<file path="src/rtl/rtype_issue_ctrl.sv">
// Multi-cycle R-type issue controller: accepts one instruction, decodes it, then
// drives the register-file read ports/ALU and writes the result back.
// Optional retire counter is enabled by defining RTYPE_RETIRE_CNT_EN.
module rtype_issue_ctrl #(
  parameter int unsigned READ_WAIT = 1
) (
  input  logic        Clk,
  input  logic        Rst,
  input  logic        InstrValid,
  input  logic [31:0] Instr,
  output logic        InstrReady,
  output logic [4:0]  RR1,
  output logic [4:0]  RR2,
  output logic [3:0]  Op,
  output logic [4:0]  ShiftCount,
  input  logic [31:0] ALUResult,
  output logic [4:0]  WR,
  output logic [31:0] WD,
  output logic        WE,
  output logic        Done,
  output logic        Illegal
`ifdef RTYPE_RETIRE_CNT_EN
  ,
  output logic [15:0] RetireCount
`endif
);

  typedef enum logic [2:0] {
    S_IDLE,
    S_DECODE,
    S_READ,
    S_EXEC,
    S_WRITE
  } state_e;

  state_e      state_q, state_d;
  logic [31:0] instr_q, instr_d;
  logic [4:0]  rr1_q, rr1_d;
  logic [4:0]  rr2_q, rr2_d;
  logic [3:0]  op_q, op_d;
  logic [4:0]  sc_q, sc_d;
  logic [4:0]  wr_q, wr_d;
  logic [31:0] wd_q, wd_d;
  logic        we_q, we_d;
  logic        done_q, done_d;
  logic        illegal_q, illegal_d;
  logic [2:0]  wait_q, wait_d;
`ifdef RTYPE_RETIRE_CNT_EN
  logic [15:0] retire_cnt_q, retire_cnt_d;
`endif

  logic [5:0]  opcode, funct;
  logic [4:0]  rs, rt, rd, shamt;
  logic        dec_ok, dec_shift;
  logic [3:0]  dec_op;

  assign opcode = instr_q[31:26];
  assign rs     = instr_q[25:21];
  assign rt     = instr_q[20:16];
  assign rd     = instr_q[15:11];
  assign shamt  = instr_q[10:6];
  assign funct  = instr_q[5:0];

  always_comb begin
    dec_ok    = 1'b1;
    dec_shift = 1'b0;
    dec_op    = '0;
    case (funct)
      6'h20:   dec_op = 4'b0010;
      6'h22:   dec_op = 4'b0110;
      6'h24:   dec_op = 4'b0000;
      6'h25:   dec_op = 4'b0001;
      6'h27:   dec_op = 4'b1100;
      6'h2A:   dec_op = 4'b0111;
      6'h00:   begin dec_op = 4'b1110; dec_shift = 1'b1; end
      6'h02:   begin dec_op = 4'b1101; dec_shift = 1'b1; end
      6'h03:   begin dec_op = 4'b1111; dec_shift = 1'b1; end
      default: dec_ok = 1'b0;
    endcase
    if (opcode != '0) dec_ok = 1'b0;
  end

  always_comb begin
    state_d   = state_q;
    instr_d   = instr_q;
    rr1_d     = rr1_q;
    rr2_d     = rr2_q;
    op_d      = op_q;
    sc_d      = sc_q;
    wr_d      = wr_q;
    wd_d      = wd_q;
    wait_d    = wait_q;
    we_d      = 1'b0;
    done_d    = 1'b0;
    illegal_d = 1'b0;
`ifdef RTYPE_RETIRE_CNT_EN
    retire_cnt_d = retire_cnt_q;
`endif
    case (state_q)
      S_IDLE: begin
        if (InstrValid) begin
          instr_d = Instr;
          state_d = S_DECODE;
        end
      end
      S_DECODE: begin
        if (!dec_ok) begin
          illegal_d = 1'b1;
          state_d   = S_IDLE;
        end else begin
          // Shifts operate on ALU operand A, so rt is routed to both read ports.
          rr1_d   = dec_shift ? rt : rs;
          rr2_d   = rt;
          op_d    = dec_op;
          sc_d    = dec_shift ? shamt : '0;
          wait_d  = '0;
          state_d = S_READ;
        end
      end
      S_READ: begin
        if (wait_q == 3'(READ_WAIT - 1)) state_d = S_EXEC;
        else                              wait_d  = wait_q + 3'd1;
      end
      S_EXEC: begin
        wd_d    = ALUResult;
        wr_d    = rd;
        we_d    = (rd != '0);
        done_d  = 1'b1;
        state_d = S_WRITE;
      end
      S_WRITE: begin
        state_d = S_IDLE;
`ifdef RTYPE_RETIRE_CNT_EN
        retire_cnt_d = retire_cnt_q + 16'd1;
`endif
      end
      default: state_d = S_IDLE;
    endcase
  end

  always_ff @(posedge Clk or posedge Rst) begin
    if (Rst) begin
      state_q   <= S_IDLE;
      instr_q   <= '0;
      rr1_q     <= '0;
      rr2_q     <= '0;
      op_q      <= '0;
      sc_q      <= '0;
      wr_q      <= '0;
      wd_q      <= '0;
      we_q      <= 1'b0;
      done_q    <= 1'b0;
      illegal_q <= 1'b0;
      wait_q    <= '0;
`ifdef RTYPE_RETIRE_CNT_EN
      retire_cnt_q <= '0;
`endif
    end else begin
      state_q   <= state_d;
      instr_q   <= instr_d;
      rr1_q     <= rr1_d;
      rr2_q     <= rr2_d;
      op_q      <= op_d;
      sc_q      <= sc_d;
      wr_q      <= wr_d;
      wd_q      <= wd_d;
      we_q      <= we_d;
      done_q    <= done_d;
      illegal_q <= illegal_d;
      wait_q    <= wait_d;
`ifdef RTYPE_RETIRE_CNT_EN
      retire_cnt_q <= retire_cnt_d;
`endif
    end
  end

  assign InstrReady = (state_q == S_IDLE);
  assign RR1        = rr1_q;
  assign RR2        = rr2_q;
  assign Op         = op_q;
  assign ShiftCount = sc_q;
  assign WR         = wr_q;
  assign WD         = wd_q;
  assign WE         = we_q;
  assign Done       = done_q;
  assign Illegal    = illegal_q;
`ifdef RTYPE_RETIRE_CNT_EN
  assign RetireCount = retire_cnt_q;
`endif

endmodule

</file>
<file path="config.mk">
export PLATFORM = sky130hd
export DESIGN_NAME = rtype_issue_ctrl
export DESIGN_NICKNAME = d
export VERILOG_FILES = /design/src/rtl/rtype_issue_ctrl.sv
export SDC_FILE = /design/constraint.sdc
export NUM_CORES = 1
export LEC_CHECK = 0
export CORE_MARGIN = 2
export CORE_UTILIZATION = 50
export DETAILED_ROUTE_END_ITERATION = 12
export DONT_BUFFER_PORTS = 1
export SLEW_MARGIN = 10
export SYNTH_ARGS = -nofsm -noshare
export SYNTH_HDL_FRONTEND = slang
export SYNTH_SLANG_ARGS = --single-unit
</file>
<file path="constraint.sdc">
create_clock -name Clk -period 4.1 [get_ports Clk]
set_input_delay 0.615 -clock Clk [delete_from_list [all_inputs] [get_ports Clk]]
set_output_delay 0.615 -clock Clk [all_outputs]
set_load 0.05 [all_outputs]
</file>
# Word level (Yosys, flattened, before mapping)

Index checks and enable logic that the tools add are counted.

Bits in registers: 97
Input port bits: 67
Output and inout port bits: 60
Logic and storage cells: 57

$add $sub $neg: 1
Equality and inequality tests: 15
Multiplexer cells: 17
Reductions and logical operators: 12

Operators by type and width:

| kind                                                             | count |
|---|---|
| 6-bit == test (second input constant)                            | 6 |
| 4-bit case mux with 8 select lines                               | 1 |
| 6-bit by 2-bit == test with 1-bit output (second input constant) | 2 |
| 3-bit two-way mux                                                | 4 |
| 3-bit case mux with 4 select lines                               | 1 |
| 5-bit two-way mux                                                | 2 |
| 9-bit OR reduction                                               | 1 |
| 2-bit inequality test (second input constant)                    | 4 |
| 1-bit two-way mux                                                | 7 |
| 3-bit by 2-bit == test with 1-bit output (second input constant) | 2 |
| 3-bit logical NOT                                                | 2 |
| 6-bit logical NOT                                                | 1 |
| 3-bit case mux with 2 select lines                               | 1 |
| 2-bit AND reduction                                              | 3 |
| 6-bit nonzero test                                               | 1 |
| 5-bit nonzero test                                               | 1 |
| 3-bit by 1-bit adder with 3-bit output (second input constant)   | 1 |
| 3-bit by 1-bit == test with 1-bit output (second input constant) | 1 |
| 3-bit AND reduction                                              | 1 |
| 3-bit OR reduction                                               | 1 |
| 2-bit two-way mux                                                | 1 |
| 2-bit nonzero test                                               | 1 |

# Logic depth before layout (Yosys ltp)

Gate-level depths: netlist (run 1).

Depth after elaboration: 6
Depth in mapped cells: 6
Depth with buffers taken out: 6

# Least setup slack after synthesis (run 1)

No wires, ideal clock.

Path kind: reg-to-reg
From: register state_q[1]
To: register instr_q[10]
Setup time: 0.125 ns
Arrival: 2.595 ns
Required time: 3.975 ns
Slack: 1.380 ns
Stages on the path, launching flop included: 6
Path buffers: 2
Period minus slack after synthesis: 2.720 ns
Path through: dfrtp_1 > nor3_1 > and2_1 > clkbuf_1 > buf_2 > mux2_2

Longest elaborated chain between the ends: 2

RTL lines:

| element                       | line | text |
|---|---|---|
| start, declared               | 36   | `state_e state_q, state_d;` |
| start signal, assigned        | 159  | `state_q <= state_d;` |
| 3-bit logical NOT             | -    |  |
| via InstrReady                | 11   | `output logic InstrReady,` |
| 2-bit AND reduction (no line) | -    |  |
| end signal, assigned          | 160  | `instr_q <= instr_d;` |
| end, declared                 | 37   | `logic [31:0] instr_q, instr_d;` |

The timed path passes the listed nets, and every way through them passes these cells.
A chain may end at the register's enable or synchronous reset.

# Final worst setup path (run 1)

From: register instr_q[3]
To: register rr1_q[4], in the netlist RR1[4]

Longest elaborated chain between the ends: 5
Elaborated cells between the ends (all ways): 16
Those cells by class: eq/ne: 8; mux: 4; reduce/logical: 4

RTL lines:

| element                                                          | line | text |
|---|---|---|
| 6-bit by 2-bit == test with 1-bit output (tied with other cells) | 68   | `case (funct)` |
| 9-bit OR reduction (no line)                                     | -    |  |
| 1-bit two-way mux                                                | 68   |  |
| 1-bit two-way mux                                                | 80   | `if (opcode != '0) dec_ok = 1'b0;` |
| 2-bit AND reduction (no line)                                    | -    |  |
| end signal, assigned                                             | 161  | `rr1_q <= rr1_d;` |
| end, declared                                                    | 38   | `logic [4:0] rr1_q, rr1_d;` |

Several ways; a longest one is shown, not always the timed one.

==> results.tsv, run 1 <==
stage	metric	value	unit
critical_path	worst path bufs/invs	0	
drt	routed vias/inst	5.252	
grt	initial antenna violation count	0	
power_and_ir_drop	Clock Power Share	21.7	%
clock_tree	Root Buffer	clkbuf_8	
critical_path	Setup CP Type	register to register	
yosys	Synth cell types	41	
grt	met1 Use GR	25.16	%
yosys	cell taking the most area after synthesis	dfrtp_1	
drt	DR vias	2437	
timing	worst slew pin tran	1.132	ns
critical_path	slowest cell on the critical path	a21oi_4	
clock_tree	Num CTS Buffers	9	
place	DP Area	4130	µm²
drt	initial drt markers	113	
yosys	syn_nets	429	
timing	clk_skew	0.01071	ns
clock_tree	clock slew at reported path FFs	0.10	ns
power_and_ir_drop	Pleak	0.001996	µW
clock_tree	worst skew pair latency	0.36	ns
die	Ports	127	
clock_tree	Resized Gates After CTS	0	
grt	first-pass GRT wire length	12.30	mm
power_and_ir_drop	Cell Int Power	1618	µW
grt	total congestion overflow	0	
grt	met3 Track Usage GR	7.624	%
critical_path	Crit path max-delay family	simple AND/OR/NAND/NOR gates	
die	total core area	7807	µm²
outcome	outcome	finished, final reports clean	
power_and_ir_drop	pwr dens	666.6	nW/µm²
cells_and_area	Final Cell Area	4325	µm²
die	Starting Density	52.18	%
cells_and_area	Layout area overhead	6.173	%
drt	drt drc	0	
place	gpl congestion	0.7700	
grt	largest net degree at the start of global routing	69	
yosys	Ys Warns	0	
timing	RSZ-0062 raised after global routing	no	
power_and_ir_drop	sequential share of power	67.4	%
power_and_ir_drop	Worst VDD drop	0.0004077	V
grt	number of global-route vias before repair	2377	
place	Buffers on Ports	0	
clock_tree	Clock Sinks	97	
yosys	Mapped Cells	360	
timing	min Tclk post-route	2.517	ns
power_and_ir_drop	Comb pwr share	11.0	%
yosys	syn_area_per_cell	11.32	µm²
yosys	Post-Syn Area	4074	µm²
die	# rows	32	
cells_and_area	ANT cells	0	
power_and_ir_drop	Sw Share	43.90	%
critical_path	startpoint class of the critical path	register	
timing	Max Clk Rate	0.3974	GHz
critical_path	CP Data Required Time	4.35	ns
yosys	synth top area cells	dfrtp_1 (60%), nand2_1 (11%), mux2_2 (11%)	
timing	Slew Viols, Final	0	
cells_and_area	NumNets Final	426	
critical_path	CP Cell Sequence	or4b_4, and3_4, a21oi_4, mux2_2	
critical_path	Critical Path Fanout Max	23	
timing	Tcrit/Tclk final	61.38	%
power_and_ir_drop	NetSw	1266	µW
yosys	Yosys top cell area share	59.58	%
place	HPWL Detailed	5.231	mm
job	maxcap violations	0	
timing	Slew HR	24.46	%
die	die width	94.27	µm
drt	final WL	7.794	mm
yosys	post-synthesis sequential area ratio	59.58	%
yosys	flops & latches, synth	97	
clock_tree	hold_buf cts	0	
drt	DRT Pass-1 Iters	4	
clock_tree	Clock H-tree levels	3	
critical_path	CP endpoint kind	register	
drt	final antenna-violating net count	0	
clock_tree	setup repair bufs after CTS	0	
die	die area	8886	µm²
clock_tree	CTS tree	yes	
timing	# setup viols final	0	
power_and_ir_drop	Overall Power	2883	µW
timing	setup_tns	0	ns
die	die height	94.27	µm
drt	WL per Instance	16.80	µm
grt	grt peak-use layer	met2	
critical_path	Critical Path Max Stage Delay	0.73	ns
grt	met2 Use GR	26.13	%
cells_and_area	fraction of layout cells with a size suffix above 1	20.99	%
critical_path	Arr. time, crit path	2.77	ns
grt	total track usage	18.32	%
cells_and_area	Fillers	713	
clock_tree	Clock Path Buffers	2	
timing	Hold Fails Final Rpt	0	
min_path	Hold WC Path Type	input pin to async pin	
## worst register-to-register path, delay by kind of cell, from the launching register on
family	cells	cell delay (ns)
flip-flops	1	0.48
AO/OA/AOI/OAI	1	0.73
AND/OR/NAND/NOR	2	0.79
multiplexers	1	0.42
## cell usage after synthesis
| library cell | n |
|---|---|
| nand3b_1 | 2 |
| buf_1 | 1 |
| mux2i_1 | 6 |
| a211o_1 | 2 |
| o21bai_1 | 1 |
| nor2b_1 | 1 |
| mux2_2 | 38 |
| a211oi_1 | 3 |
| a21oi_1 | 2 |
| nor4_1 | 1 |
| clkbuf_1 | 8 |
| nor4b_1 | 2 |
| inv_1 | 16 |
| o21ai_0 | 7 |
| o31ai_1 | 1 |
| nor2_1 | 4 |
| nand2b_1 | 2 |
| ha_1 | 2 |
| a21oi_4 | 2 |
| and3_1 | 2 |
| a2111oi_0 | 1 |
| o211a_1 | 1 |
| nand2_1 | 123 |
| or2_2 | 3 |
| buf_2 | 5 |
| buf_4 | 1 |
| buf_6 | 2 |
| mux2_4 | 10 |
| nand4b_1 | 1 |
| o22ai_1 | 1 |
| dfrtp_1 | 97 |
| and2_1 | 1 |
| nor3b_1 | 1 |
| nand3_1 | 1 |
| nor3_1 | 3 |
| buf_12 | 1 |
| or4b_4 | 1 |
| a31oi_1 | 1 |
| or4b_1 | 1 |
| and3_4 | 1 |
| or4_1 | 1 |
## path summary, 6_finish.rpt
kind | startpoint | endpoint | slack [ns] | cells after the start
hold / removal | Rst | WD[30]$_DFFE_PP0P_ | 0.28 | 1
hold reg to reg | instr_q[15]$_DFFE_PP0P_ | WR[4]$_DFFE_PP0P_ | 0.49 | 2
setup reg to reg | instr_q[3]$_DFFE_PP0P_ | RR1[4]$_DFFE_PP0P_ | 1.58 | 4
min in group Clk | ALUResult[22] | WD[22]$_DFFE_PP0P_ | 0.35 | 2
setup / recovery | instr_q[3]$_DFFE_PP0P_ | RR1[4]$_DFFE_PP0P_ | 1.58 | 4
max in group asynchronous | Rst | WR[3]$_DFFE_PP0P_ | 2.89 | 2
## layout make-up
| class | instances | area [µm²] | share of cell area, % |
|---|---|---|---|
| Timing Repair Buffer | 4 | 30.03 | 0.6942 |
| Sequential cell | 97 | 2427 | 56.12 |
| Inverter | 16 | 62.56 | 1.446 |
| Clock buffer | 10 | 127.6 | 2.951 |
| Tap cell | 102 | 127.6 | 2.951 |
| Multi-Input combinational cell | 229 | 1483 | 34.28 |
| Clock inverter | 6 | 67.56 | 1.562 |
## sequential cells by signal, indices dropped and copies added (netlist names), 3 cells and up
signal and flops:
instr_q 32, WR 5, ShiftCount 5, RR2 5, Op 4, RR1 5
WD 32, state_q 3, wait_q 3
## metal layers
metal	vias to the layer above	share of wire [%]
li1	1169	-
met1	1185	44
met2	74	46
met3	9	8.9
met4	0	1.2
met5	-	0
## cell usage in the layout, fill, tap and decap left out, types with 3 or more instances in the layout
master	count
a211oi_1	3
buf_4	4
clkbuf_8	9
dfrtp_1	97
inv_1	15
mux2_2	38
mux2_4	10
mux2i_1	6
nand2_1	123
nor2_1	4
o21ai_0	7
or2_2	3
## through the flow
| stage | setup slack [ns] | util (%) | hold slack (ns) | instances |
|---|---|---|---|---|
| 6_report | 1.583 | 55.40 | 0.2850 | 464 |
| 5_1_grt | 1.477 | 55.40 | 0.3306 | 464 |
| 4_1_cts | 1.586 | 55.40 | 0.3180 | 464 |
| 3_5_place_dp | 1.597 | 52.90 | 0.4814 | 448 |
| 3_3_place_gp | 1.637 | 52.90 | 0.4681 | 448 |
| 2_1_floorplan | 0.9513 | - | 0.4576 | 360 |
## power by group through the flow
stage | logic [µW] | clock network [µW] | registers, µW
final | 316 | 625 | 1940
after global routing | 362 | 689 | 1980
after CTS | 323 | 637 | 1950
after detailed placement | 323 | 0 | 1970
after global placement | 306 | 0 | 1960
after floorplan | 294 | 0 | 1900
## kinds of logic (layout without fill, tap and decap cells)
family,Yosys count,in the layout,synth area share [%]
AOI/OAI and AO/OA,22,22,4.024
and+or+nand+nor,151,151,15.97
muxes,54,54,15.66
buffers and inverters,34,36,4.146
adders and majority gates,2,2,0.6142
DFF,97,97,59.58
(Power assumes the default switching activity.)
==> run 2: changes to the inputs <==
Settings changed: PLACE_DENSITY set to 0.68.
Clock period 4.1 ns to 2.2 ns, I/O delays scaled along.
==> results.tsv, run 2 (same netlist as run 1, synthesis figures left out) <==
stage	metric	value	unit	change
drt	met2 wire length	3.702	mm	+4.4%
cells_and_area	fraction of layout cells with a size suffix above 1	22.22	%	+1.2 points
timing	Final Worst Setup Slack	0.05660	ns	-1.527 ns
drt	initial drt markers	151		+34%
grt	first-pass GRT wire length	12.14	mm	-1.3%
critical_path	CP Data Required Time	2.44	ns	-1.91 ns
timing	Tcrit/Tclk final	97.43	%	+36 points
drt	DR vias	2464		+1.1%
grt	initial antenna violation count	0		unchanged
outcome	outcome	finished, final reports clean		
timing	min Tclk post-route	2.143	ns	-0.3732 ns
min_path	Hold WC Path Type	input pin to register		
cells_and_area	Layout area overhead	8.661	%	
die	die height	94.27	µm	unchanged
drt	final WL	7.712	mm	-1.1%
timing	Hold Fails Final Rpt	0		unchanged
drt	Highest Signal Layer	met4		
drt	wl on met1	3.347	mm	-3.2%
drt	WL per Instance	16.37	µm	-2.5%
job	maxcap violations	0		unchanged
timing	Worst Hold Slack	0.07229	ns	-0.2127 ns
power_and_ir_drop	Pleak	0.002044	µW	+2.4%
clock_tree	Num CTS Buffers	9		unchanged
cells_and_area	Fillers	649		-9.0%
power_and_ir_drop	pwr dens	1215	nW/µm²	+82%
die	die width	94.27	µm	unchanged
die	Starting Density	52.18	%	unchanged
timing	setup_tns	0	ns	unchanged
critical_path	FF-to-FF setup slack	0.06	ns	-1.53 ns
drt	DRT Pass-1 Iters	4		unchanged
clock_tree	Root Buffer	clkbuf_8		
timing	Max Clk Rate	0.4665	GHz	+17%
critical_path	Setup CP Type	register to register		
critical_path	startpoint class of the critical path	register		
timing	clk_skew	0.009942	ns	-0.0007693 ns
clock_tree	worst skew pair latency	0.35	ns	about the same
place	gpl congestion	0.7164		-7.0%
timing	Slew Viols, Final	0		unchanged
die	die area	8886	µm²	unchanged
place	placed insts	454		+1.3%
cells_and_area	ANT cells	0		unchanged
clock_tree	Clock Sinks	97		unchanged
timing	worst slew pin tran	1.099	ns	-0.03247 ns
critical_path	Arr. time, crit path	2.38	ns	-0.39 ns
critical_path	Critical Path Fanout Max	10		-57%
clock_tree	Clock H-tree levels	3		unchanged
drt	routed vias/inst	5.231		-0.39%
grt	total track usage	18.12	%	-0.20 points
cells_and_area	final core occ	56.70	%	+1.3 points
grt	largest net degree at the start of global routing	98		+42%
cells_and_area	Non-Filler Instances	471		+1.5%
drt	final antenna-violating net count	0		unchanged
clock_tree	CTS tree	yes		
grt	number of global-route vias before repair	2426		+2.1%
die	# rows	32		unchanged
critical_path	CP endpoint kind	register		
cells_and_area	commonest non-fill, non-tap cell in the layout	nand2_1		
die	total core area	7807	µm²	unchanged
place	HPWL Detailed	5.365	mm	+2.6%
timing	# setup viols final	0		unchanged
place	Buffers on Ports	0		unchanged
cells_and_area	NumNets Final	433		+1.6%
drt	drt drc	0		unchanged
grt	total congestion overflow	0		unchanged
power_and_ir_drop	Worst VDD drop	0.0007444	V	+83%
cells_and_area	most frequent cells in the layout	nand2_1 (123), dfrtp_1 (97), mux2_2 (38), inv_1 (15), mux2_4 (10)		
clock_tree	Clock Path Buffers	2		unchanged
timing	RSZ-0062 raised after global routing	no		
timing	Slew HR	26.62	%	+2.2 points
die	Ports	127		unchanged
drt	metal3 WL	538	µm	-23%
clock_tree	clock slew at reported path FFs	0.10	ns	about the same
place	DP Worst Slack	0.07181	ns	-1.525 ns
[run 2: stage by stage]
step / power [µW] / area (µm²)
5_1_grt: 5663 / 4427
2_1_floorplan: 4092 / 4089
4_1_cts: 5457 / 4427
3_5_place_dp: 4305 / 4220
3_3_place_gp: 4255 / 4220
6_report: 5377 / 4427
[run 2: what timing repair did]
item / in CTS / in global routing
endpoints found under the hold margin: 22 / 0
setup buffers: 0 / 0
hold buffers: 1 / 0
gates resized for setup: 0 / 0
[run 2: worst paths after layout]
path / from / end / depth (start not counted)
min: ALUResult[25] / WD[25]$_DFFE_PP0P_ / 2
min reg2reg: instr_q[14]$_DFFE_PP0P_ / WR[3]$_DFFE_PP0P_ / 2
max reg2reg: instr_q[3]$_DFFE_PP0P_ / RR1[2]$_DFFE_PP0P_ / 4
min in group asynchronous: Rst / instr_q[22]$_DFFE_PP0P_ / 3
max in group asynchronous: Rst / instr_q[14]$_DFFE_PP0P_ / 3
max: instr_q[3]$_DFFE_PP0P_ / RR1[2]$_DFFE_PP0P_ / 4
[run 2: layout make-up]
| cell class | instances | area, µm² | share of cell area (%) |
|---|---|---|---|
| Clock buffer | 10 | 127.6 | 2.883 |
| Clock inverter | 6 | 68.82 | 1.555 |
| Inverter | 16 | 63.81 | 1.441 |
| Multi-Input combinational cell | 229 | 1489 | 33.63 |
| Sequential cell | 97 | 2427 | 54.83 |
| Tap cell | 102 | 127.6 | 2.883 |
| Timing Repair Buffer | 11 | 122.6 | 2.770 |
[run 2: worst max-delay path, stage by stage (launching register included)]
cell     delay, ns
dfrtp_1       0.49
or4_1         0.60
a21oi_4       0.30
mux2_2        0.38
mux2_4        0.26
[run 2: report_power, final]
part	leakage, µW	internal [µW]	switching, µW
registers	0.00117	2180	1430
logic	0.000781	329	312
clock network	0.0000964	530	598
total	0.00204	3040	2340
[run 2: routing by layer]
metal	vias to the layer above	GRT usage (%)
met5	-	0
met4	0	7.850
met3	10	5.698
li1	1184	-
met2	74	27.44
met1	1196	24.10
==> run 3: changes to the inputs <==
Settings changed: CELL_PAD_IN_SITES_DETAIL_PLACEMENT set to 1, CELL_PAD_IN_SITES_GLOBAL_PLACEMENT set to 1, CORE_UTILIZATION 50 to 43, PLACE_DENSITY 0.68 to unset, PLACE_DENSITY_LB_ADDON set to 0.1, SLEW_MARGIN 10 to 20.
==> results.tsv, run 3 (same netlist as run 1, synthesis figures left out) <==
stage	metric	value	unit	change
clock_tree	clock slew at reported path FFs	0.09	ns	about the same
clock_tree	Num CTS Buffers	9		unchanged
cells_and_area	Final Cell Area	4503	µm²	+1.7%
power_and_ir_drop	Sw Share	43.11	%	-0.38 points
grt	number of global-route vias before repair	2763		+14%
grt	initial antenna violation count	0		unchanged
die	Starting Density	44.30	%	-7.9 points
critical_path	Critical Path Fanout Max	7		-3
cells_and_area	commonest non-fill, non-tap cell in the layout	nand2_1		
die	die area	10270	µm²	+16%
critical_path	Setup CP Type	register to register		
drt	DR vias	2536		+2.9%
critical_path	Setup crit start	instr_q[3]$_DFFE_PP0P_		
drt	initial drt markers	48		-68%
grt	total congestion overflow	0		unchanged
cells_and_area	fraction of layout cells with a size suffix above 1	23.67	%	+1.4 points
critical_path	Worst R2R Start	instr_q[3]$_DFFE_PP0P_		
cells_and_area	NumNets Final	440		+1.6%
timing	Slew Viols, Final	0		unchanged
clock_tree	Clock H-tree levels	3		unchanged
timing	Max Clk Rate	0.4827	GHz	+3.5%
power_and_ir_drop	Clock Power Share	21.2	%	+0.2 points
outcome	outcome	finished, final reports clean		
timing	clk_skew	0.01012	ns	+0.0001787 ns
die	total core area	9196	µm²	+18%
grt	largest net degree at the start of global routing	43		-56%
critical_path	CP Data Required Time	2.44	ns	about the same
drt	WL per Instance	17.38	µm	+6.2%
die	Ports	127		unchanged
place	gpl congestion	0.7411		+3.4%
power_and_ir_drop	Pleak	0.002083	µW	+1.9%
critical_path	Worst Reg-to-Reg Cells	4		unchanged
power_and_ir_drop	Cell Int Power	3072	µW	+1.1%
timing	Slew HR	58.65	%	+32 points
place	Buffers on Ports	0		unchanged
die	# rows	35		+9.4%
min_path	Hold WC Path Type	input pin to register		
timing	Worst Hold Slack	0.07729	ns	+0.004990 ns
critical_path	FF-to-FF End	RR1[1]$_DFFE_PP0P_		
timing	worst slew pin tran	0.6190	ns	-0.4805 ns
timing	Hold Fails Final Rpt	0		unchanged
clock_tree	Clock Path Buffers	2		unchanged
critical_path	CP endpoint	RR1[1]$_DFFE_PP0P_		
timing	Tcrit/Tclk final	94.16	%	-3.3 points
die	die width	101.3	µm	+7.5%
power_and_ir_drop	Comb pwr share	12.1	%	+0.2 points
critical_path	FF-to-FF setup slack	0.13	ns	+0.07 ns
clock_tree	Root Buffer	clkbuf_8		
drt	DRT Pass-1 Iters	4		unchanged
drt	routed vias/inst	5.207		-0.46%
cells_and_area	most frequent cells in the layout	nand2_1 (123), dfrtp_1 (97), mux2_2 (38), inv_1 (15), buf_4 (13)		
drt	final antenna-violating net count	0		unchanged
critical_path	CP endpoint kind	register		
timing	RSZ-0062 raised after global routing	no		
place	DP Area	4297	µm²	+1.8%
power_and_ir_drop	pwr dens	1199	nW/µm²	-1.3%
drt	final WL	8.466	mm	+9.8%
power_and_ir_drop	sequential share of power	66.7	%	-0.4 points
clock_tree	worst skew pair latency	0.35	ns	about the same
critical_path	startpoint class of the critical path	register		
critical_path	Arr. time, crit path	2.32	ns	-0.06 ns
grt	total track usage	17.69	%	-0.43 points
job	maxcap violations	0		unchanged
timing	setup_tns	0	ns	unchanged
timing	min Tclk post-route	2.072	ns	-0.07181 ns
grt	first-pass GRT wire length	13.93	mm	+15%
power_and_ir_drop	NetSw	2328	µW	-0.43%
die	die height	101.3	µm	+7.5%
drt	drt drc	0		unchanged
timing	# setup viols final	0		unchanged
clock_tree	CTS tree	yes		
place	HPWL Detailed	6.153	mm	+15%
power_and_ir_drop	Worst VDD drop	0.0006400	V	-14%
cells_and_area	ANT cells	0		unchanged
cells_and_area	Layout area overhead	10.53	%	
clock_tree	Clock Sinks	97		unchanged
## run 3: changes by cell type in the layout (fill, tap and decap cells not counted), sizes merged
cell,before,now
clkinv,4,2
clkbuf,10,11
buf,10,17
clkinvlp,2,3
## run 3: worst min-delay path by stage
stage          cells past startpoint           from                       to  slack (ns)
2_1_floorplan                      2   ALUResult[0]        WD[0]$_DFFE_PP0P_        0.44
3_3_place_gp                       1            Rst  instr_q[17]$_DFFE_PP0P_        0.30
3_5_place_dp                       1            Rst  instr_q[22]$_DFFE_PP0P_        0.31
4_1_cts                            2  ALUResult[31]       WD[31]$_DFFE_PP0P_        0.06
5_1_grt                            2  ALUResult[31]       WD[31]$_DFFE_PP0P_        0.06
6_report                           2   ALUResult[8]        WD[8]$_DFFE_PP0P_        0.08
## run 3: final cells by class
type / instances / area (µm²)
fillers: 991 / 4693
flip-flops and latches: 97 / 2427
multi-input cells: 229 / 1489
repair buffers: 18 / 187.7
clock buffers: 11 / 141.4
well taps: 111 / 138.9
inverters: 16 / 63.81
clock inverters: 5 / 55.05
## run 3: timing repair
action / 4_1_cts / 5_1_grt
buffers inserted: 0 / 0
gates resized for setup: 0 / 0
hold endpoints to repair: 23 / 0
hold buffers: 1 / 0
## run 3: stage by stage
step	cells	util [%]	total power (µW)	setup slack [ns]
final	487	48.97	5401	0.1284
after global routing	487	48.97	5696	0.06317
after CTS	487	48.97	5480	0.1112
after detailed placement	470	46.72	4321	0.1219
after global placement	470	46.72	4278	0.1914
after floorplan	360	-	4092	0.1525
## run 3: worst max-delay path, stage by stage, from the launching register on
cell and delay (ns):
dfrtp_1 0.45, or4_1 0.61, a21oi_4 0.27, mux2_2 0.37, mux2_4 0.25
## run 3: power by group through the flow
stage / Clock (µW) / Sequential, µW / Combinational, µW
after floorplan: 0 / 3540 / 550
after global placement: 0 / 3650 / 629
after detailed placement: 0 / 3650 / 669
after CTS: 1190 / 3620 / 670
after global routing: 1270 / 3670 / 751
final: 1140 / 3600 / 655
## run 3: layer usage
layer  vias to the layer above  GRT usage (%)  wire length (µm)
met5                         -              0                 0
met4                         0          6.861               121
met3                        10          5.038               572
met2                        67          28.68              4248
met1                      1259          22.58              3523
li1                       1200              -                 -
